File: src/rtl/endstop_capture.sv
// endstop_capture
// Captures locked endstop events from a debouncer into a small FIFO, then
// hands the debouncer a one-cycle release pulse. Latches an abort flag when a
// captured event matches the armed active level.
//
// States:
//   state     | meaning
//   IDLE      | waiting for a locked event from the debouncer
//   RELEASE   | event captured, unlock pulse is on the wire this cycle
//   WAIT_DROP | waiting for the debouncer to drop its stale sig_changed
//
// Ports:
//   clk, reset          clock, synchronous active-high reset
//   sig_changed         locked-event flag from the debouncer
//   sig_level           debounced level that goes with the event
//   pos_in[63:0]        position latched by the debouncer
//   cycles_in[7:0]      debouncer transition counter
//   unlock              one-cycle release pulse back to the debouncer
//   enable, polarity    abort arming and active level
//   abort_clear         clears the abort latch
//   rd                  host pop strobe
//   ev_valid/ev_pos/ev_level/ev_cycles   head entry of the queue
//   count[4:0]          entries queued, 0..DEPTH
//   stalled             an event is waiting because the queue is full
//   abort               sticky abort latch
//
// DEPTH must be a power of two between 2 and 16 so the pointers wrap on
// their own and count fits in five bits.

module endstop_capture #(
  parameter int DEPTH = 4
) (
  input  logic        clk,
  input  logic        reset,
  input  logic        sig_changed,
  input  logic        sig_level,
  input  logic [63:0] pos_in,
  input  logic [7:0]  cycles_in,
  output logic        unlock,
  input  logic        enable,
  input  logic        polarity,
  input  logic        abort_clear,
  input  logic        rd,
  output logic        ev_valid,
  output logic [63:0] ev_pos,
  output logic        ev_level,
  output logic [7:0]  ev_cycles,
  output logic [4:0]  count,
  output logic        stalled,
  output logic        abort
);

  localparam int          PW      = $clog2(DEPTH);
  localparam logic [4:0]  DEPTH_C = 5'(DEPTH);

  typedef enum logic [1:0] {
    IDLE      = 2'd0,
    RELEASE   = 2'd1,
    WAIT_DROP = 2'd2
  } state_t;

  state_t          state_q;
  logic            unlock_q;
  logic            stalled_q, stalled_d;
  logic            abort_q, abort_d;
  logic [4:0]      count_q, count_d;
  logic [PW-1:0]   wr_ptr_q, rd_ptr_q;
  logic [72:0]     mem_q [DEPTH];
  logic [72:0]     head;
  logic            full, push, pop;

  // Eligibility uses the registered count, so a pop in the same cycle does
  // not make room for a push until the next cycle.
  assign full = (count_q == DEPTH_C);
  assign push = (state_q == IDLE) && sig_changed && !full;
  assign pop  = rd && (count_q != 5'd0);

  always_comb begin
    count_d = count_q;
    case ({push, pop})
      2'b10:   count_d = count_q + 5'd1;
      2'b01:   count_d = count_q - 5'd1;
      default: count_d = count_q;
    endcase
  end

  always_comb begin
    stalled_d = stalled_q;
    if (push)
      stalled_d = 1'b0;
    else if ((state_q == IDLE) && sig_changed && full)
      stalled_d = 1'b1;
  end

  // A set on a matching push wins over a coincident clear.
  always_comb begin
    abort_d = abort_q;
    if (push && enable && (sig_level == polarity))
      abort_d = 1'b1;
    else if (abort_clear)
      abort_d = 1'b0;
  end

  always_ff @(posedge clk) begin
    if (reset) begin
      state_q  <= IDLE;
      unlock_q <= 1'b0;
    end else begin
      unlock_q <= 1'b0;
      case (state_q)
        IDLE: begin
          if (push) begin
            unlock_q <= 1'b1;
            state_q  <= RELEASE;
          end
        end
        RELEASE:   state_q <= WAIT_DROP;
        // Holding here while the flag is still high stops one event from
        // being captured twice.
        WAIT_DROP: if (!sig_changed) state_q <= IDLE;
        default:   state_q <= IDLE;
      endcase
    end
  end

  always_ff @(posedge clk) begin
    if (reset) begin
      count_q   <= 5'd0;
      wr_ptr_q  <= '0;
      rd_ptr_q  <= '0;
      stalled_q <= 1'b0;
      abort_q   <= 1'b0;
    end else begin
      count_q   <= count_d;
      stalled_q <= stalled_d;
      abort_q   <= abort_d;
      if (push) wr_ptr_q <= wr_ptr_q + 1'b1;
      if (pop)  rd_ptr_q <= rd_ptr_q + 1'b1;
    end
  end

  // Storage needs no reset: the head is masked whenever the queue is empty.
  always_ff @(posedge clk) begin
    if (push) mem_q[wr_ptr_q] <= {pos_in, sig_level, cycles_in};
  end

  assign head      = mem_q[rd_ptr_q];
  assign ev_valid  = (count_q != 5'd0);
  assign ev_pos    = ev_valid ? head[72:9] : 64'd0;
  assign ev_level  = ev_valid ? head[8]    : 1'b0;
  assign ev_cycles = ev_valid ? head[7:0]  : 8'd0;

  assign unlock  = unlock_q;
  assign count   = count_q;
  assign stalled = stalled_q;
  assign abort   = abort_q;

endmodule

File: config.mk
export PLATFORM = sky130hd
export DESIGN_NAME = endstop_capture
export DESIGN_NICKNAME = d
export VERILOG_FILES = /design/src/rtl/endstop_capture.sv
export SDC_FILE = /design/constraint.sdc
export NUM_CORES = 1
export LEC_CHECK = 0
export ABC_AREA = 0
export CAP_MARGIN = 5
export CORE_MARGIN = 8
export CORE_UTILIZATION = 50
export DETAILED_ROUTE_END_ITERATION = 8
export PLACE_DENSITY = 0.84
export SKIP_CTS_REPAIR_TIMING = 1
export SYNTH_ARGS = -nofsm -noshare
export SYNTH_HDL_FRONTEND = slang
export SYNTH_SLANG_ARGS = --single-unit
File: constraint.sdc
create_clock -name clk -period 4.2 [get_ports clk]
set_input_delay 1.05 -clock clk [delete_from_list [all_inputs] [get_ports clk]]
set_output_delay 1.05 -clock clk [all_outputs]
set_load 0.05 [all_outputs]
---- Yosys cells after proc, flatten, opt, wreduce, memory -nomap -nowiden ----
Memory sizes are Yosys's and may differ from the RTL's. A register that Yosys moved wholly into a read port is not among the register bits.
Cells that the tools add are included.
operators by class
  $add $sub $neg .......................... 4
  equal/unequal tests ..................... 8
  multiplexer cells ....................... 13
  bitwise logic cells ..................... 1
  reductions and logical operators ........ 14
operators by type and width
  operator                                          number
  two-way mux 64 bit                                1
  case mux 5 bit (2 select lines)                   1
  two-way mux 2 bit                                 4
  two-way mux 8 bit                                 1
  logical AND 1 bit                                 6
  case mux 2 bit (3 select lines)                   1
  adder 5 x 1 -> 5 bit, second input constant       1
  == test 5 x 3 -> 1 bit, second input constant     1
  two-way mux 1 bit                                 5
  nonzero test 5 bit                                1
  subtractor 5 x 1 -> 5 bit, second input constant  1
  adder 2 x 1 -> 2 bit, second input constant       2
  == test 2 x 1 -> 1 bit, second input constant     2
  == test 2 bit, second input constant              2
  inequality test 2 bit, second input constant      2
  nonzero test 2 bit                                2
  OR reduction 2 bit                                2
  logical NOT 2 bit                                 1
  AND reduction 2 bit                               1
  == test 1 bit                                     1
  logical NOT 1 bit                                 1
  inverter 1 bit                                    1
storage, ports and cells
  bits in registers ....................... 14
  RAM bits ................................ 292
  output and inout port bits .............. 82
  logic and storage cells ................. 48
  memories ................................ 1
memory list
  memory  words  bits a word  rd ports  clocked after memory_dff  wr ports  RTL line  source
  mem_q   4      73           1         1                         1         68        logic [72:0] mem_q [DEPTH];

---- Logic depth before layout (Yosys ltp) ----
  word-level depth ........................ 6
  mapped depth ............................ 12
  mapped depth without buffers ............ 10

---- Worst setup path before layout ----
Ideal clock, no wire load.
  path type ............................... input-to-reg
  from .................................... input sig_changed
  to ...................................... memory mem_q[1][0] (enable)
  data arrival time ....................... 3377 ps
  data required time ...................... 3761 ps
  path slack .............................. 384 ps
  stages on the path ...................... 3
  path buffers ............................ 0
  path through ............................ nor3b_1 > a21boi_2 > and2_1
between the ends
  cells in the longest elaborated chain, start to end .. 4
ends and longest elaborated chain
  element                                  RTL line  source
  start, declared                          35        input logic sig_changed,
  logical AND 1 bit (2 in series)          75        assign push = (state_q == IDLE) && sig_changed && !full;
  two-way mux 1 bit                        144       if (push) mem_q[wr_ptr_q] <= {pos_in, sig_level, cycles_in};
  two-way mux 1 bit (implied by the code)  144
  end, declared                            68
Every way passes these cells.

==> flow_summary.toml <==
[global_route]
grt.total_usage_pct = 16.21
grt_pass1_wl_mm = 36.82
grt_start_max_net_pins = 52
grt_pass1_vias = 6511
grt_overflow = 0
antenna_found_initial = 2

[power]
power_density_mw_per_mm2 = 779.0
ir_drop_mv = 0.5559
p_leak_nw = 4.828
fin_total_pwr_mw = 11.78

[layout]
layout-drive-gt1-share_pct = 26.88
antenna-diode-count = 0
area.sequential_mm2 = 0.009096
nFillCells = 1701
layout_commonest_cell = "edfxtp_1"
fin_cells = 1083
multi_input_area_mm2 = 0.002785
syn_to_final_growth_pct = 24.57
mostFrequentLayoutCells = "edfxtp_1, clkdlybuf4s50_1, mux4_2, nor2b_2, clkbuf_16"
final_nets = 828

[clock_tree]
clock-sinks = 308
cts_root_buffer = "clkbuf_16"
clkTransAtPathRegs_ns = 0.07
cts_buffers = 29
htreeDepth = 1
cts_tree = "built"
cts_max_path_buffers = 3
insertion_delay_ns = 0.53

[drt]
finalWirelength_mm = 23.54
vias_per_cell = 5.410
vias = 5859
drt_iter0_drc = 418
drc_errors = 0
final_antenna_net_count = 0
drt_first_pass_iters = 4
wl_per_cell_um = 21.73

[worst_setup_path]
r2r-end = "count[4]"
r2r-start = "count[1]"
worst_path_max_delay_cell = "clkdlybuf4s50_1"
cp_top_family = "buffers and inverters"
cp_max_fo = 20
ff2ff_path_depth = 10
worst-path-buf-inv = 2
arrival_ns = 2.92
max_stage_delay_ns = 0.73
crit_path_end_kind = "primary output"
path_class = "reg -> out"
path_cells = "buf_4 -> mux4_2 -> nor2b_2 -> clkdlybuf4s50_1"
r2r_setup_slack_ns = 1.13
required_ns = 3.15
worstSetupStartpointType = "flip-flop"

[job]
cap_violations = 0

[floorplan]
initial_core_util_pct = 50.36
die_h_um = 171.8
rows = 57
io_pins = 162
dieArea_mm2 = 0.02952
core_area_mm2 = 0.02411
die_width_um = 171.8

[place]
port_buffers = 161
dp_hpwl_mm = 15.03
dp_cells = 1033
place.gp.congestion = 0.7781

[yosys]
ys_seq_elements = 308
syn_area_per_cell_um2 = 21.60
synth.distinct_cells = 43
synth-seq-area-share_pct = 74.86
syn_inst = 562
synth_fp_nets = 650
yosysWarnings = 0
syn-cell-area_mm2 = 0.01214

[sta]
setup_viol_count_final = 0
skew_ns = 0.01640
fin_crit_ns = 3.974
rsz0062_at_grt = "false"
slew_headroom_pct = 58.75
slew_viol_final = 0
clock.fmax_ghz = 0.2517
fin_tns_setup_ns = 0
period_share_pct = 94.61
hold_viol_final = 0
tightest_slew_ns = 0.6168

[worst_hold_path]
min_from = "stalled"
worstHoldPathCells = 2
min_to = "stalled"
min_path_type = "reg -> reg"

[outcome]
outcome = "complete, no violations"
## power breakdown
group / leakage [nW] / switching, mW / internal, mW
combinational: 1.58 / 3.32 / 2.00
sequential: 2.80 / 0.187 / 3.74
clock: 0.447 / 1.03 / 1.50
total: 4.83 / 4.54 / 7.24
## flip-flops by register name (all words and copies together), names as in the netlist, named ones only
signal	flops
abort	1
count	5
mem_q	292
rd_ptr_q	2
stalled	1
state_q	2
unlock	1
wr_ptr_q	2
## worst min-delay path: cells and delay by family (launching register included)
kind	cells	cell delay, ns
flip-flops	1	0.31
AND/OR/NAND/NOR	1	0.07
AO/OA/AOI/OAI	1	0.06
## cells by family (layout without fill, tap and decap cells)
group	after synthesis	count (layout)	synth area share, %
compound gates	17	17	1.010
xor+xnor	7	7	0.5050
fa+ha+maj	8	8	0.8245
buf+inv	37	234	2.278
flops	308	308	74.86
mux	76	76	13.80
simple gates	109	109	6.719
## stage by stage
stage / util [%] / hold WS (ns) / area [um^2] / worst slack (ns)
global route: 62.74 / 0.5326 / 15120 / 0.05755
CTS: 62.74 / 0.4933 / 15120 / 0.1264
floorplan: - / 0.4575 / 12140 / 0.3837
global placement: 58.91 / 0.4621 / 14200 / 0.4489
detailed placement: 58.91 / 0.4797 / 14200 / 0.2468
finish: 62.74 / 0.4879 / 15120 / 0.2264
## metal layers
layer	GRT usage [%]	vias to the layer above	part of all wire, %
met5	0	-	0.093
met4	3.148	4	1.2
met3	3.879	28	7.6
met2	28.84	198	52
met1	20.02	3020	39
li1	-	2609	-
## worst max path at each step
stage	from	endpoint	slack (ns)	cells after the start
after global routing	flip-flop	ev_pos[34]	0.06	4
after CTS	flip-flop	ev_pos[34]	0.13	4
after global placement	sig_changed	count[4]	0.45	11
after detailed placement	sig_changed	count[4]	0.25	11
after floorplan	sig_changed	mem_q[1][0]	0.38	3
final	flip-flop	ev_pos[34]	0.23	4
## synth_stat cells (all sizes together)
cell / number / area share (%)
edfxtp: 292 / 72
nor2b: 75 / 5.1
mux4: 73 / 14
buf: 25 / 1.9
dfxtp: 16 / 2.6
nor2: 13 / 0.46
ha: 8 / 0.82
inv: 7 / 0.22
clkbuf: 5 / 0.16
nand2b: 5 / 0.26
xor2: 5 / 0.36
a21oi: 4 / 0.16
and2: 4 / 0.21
o21ai: 4 / 0.20
mux2i: 2 / 0.16
nand3b: 2 / 0.12
nor3b: 2 / 0.12
or3: 2 / 0.10
xnor2: 2 / 0.14
a21boi: 1 / 0.093
a21o: 1 / 0.062
a221o: 1 / 0.082
a221oi: 1 / 0.072
a22oi: 1 / 0.062
a32oi: 1 / 0.072
mux2: 1 / 0.093
nand2: 1 / 0.031
nand3: 1 / 0.041
nor4: 1 / 0.052
nor4b: 1 / 0.072
o211ai: 1 / 0.062
o221ai: 1 / 0.072
o41ai: 1 / 0.072
or2: 1 / 0.052
or4: 1 / 0.093
## cell type report
type	count	area share, %
clock buffers	34	4.923
clock inverters	16	1.183
inverters	7	0.1737
multi-input cells	217	18.42
flip-flops and latches	308	60.15
well taps	324	2.681
repair buffers	177	12.48
No activity file was read; power rests on OpenSTA's default activity.
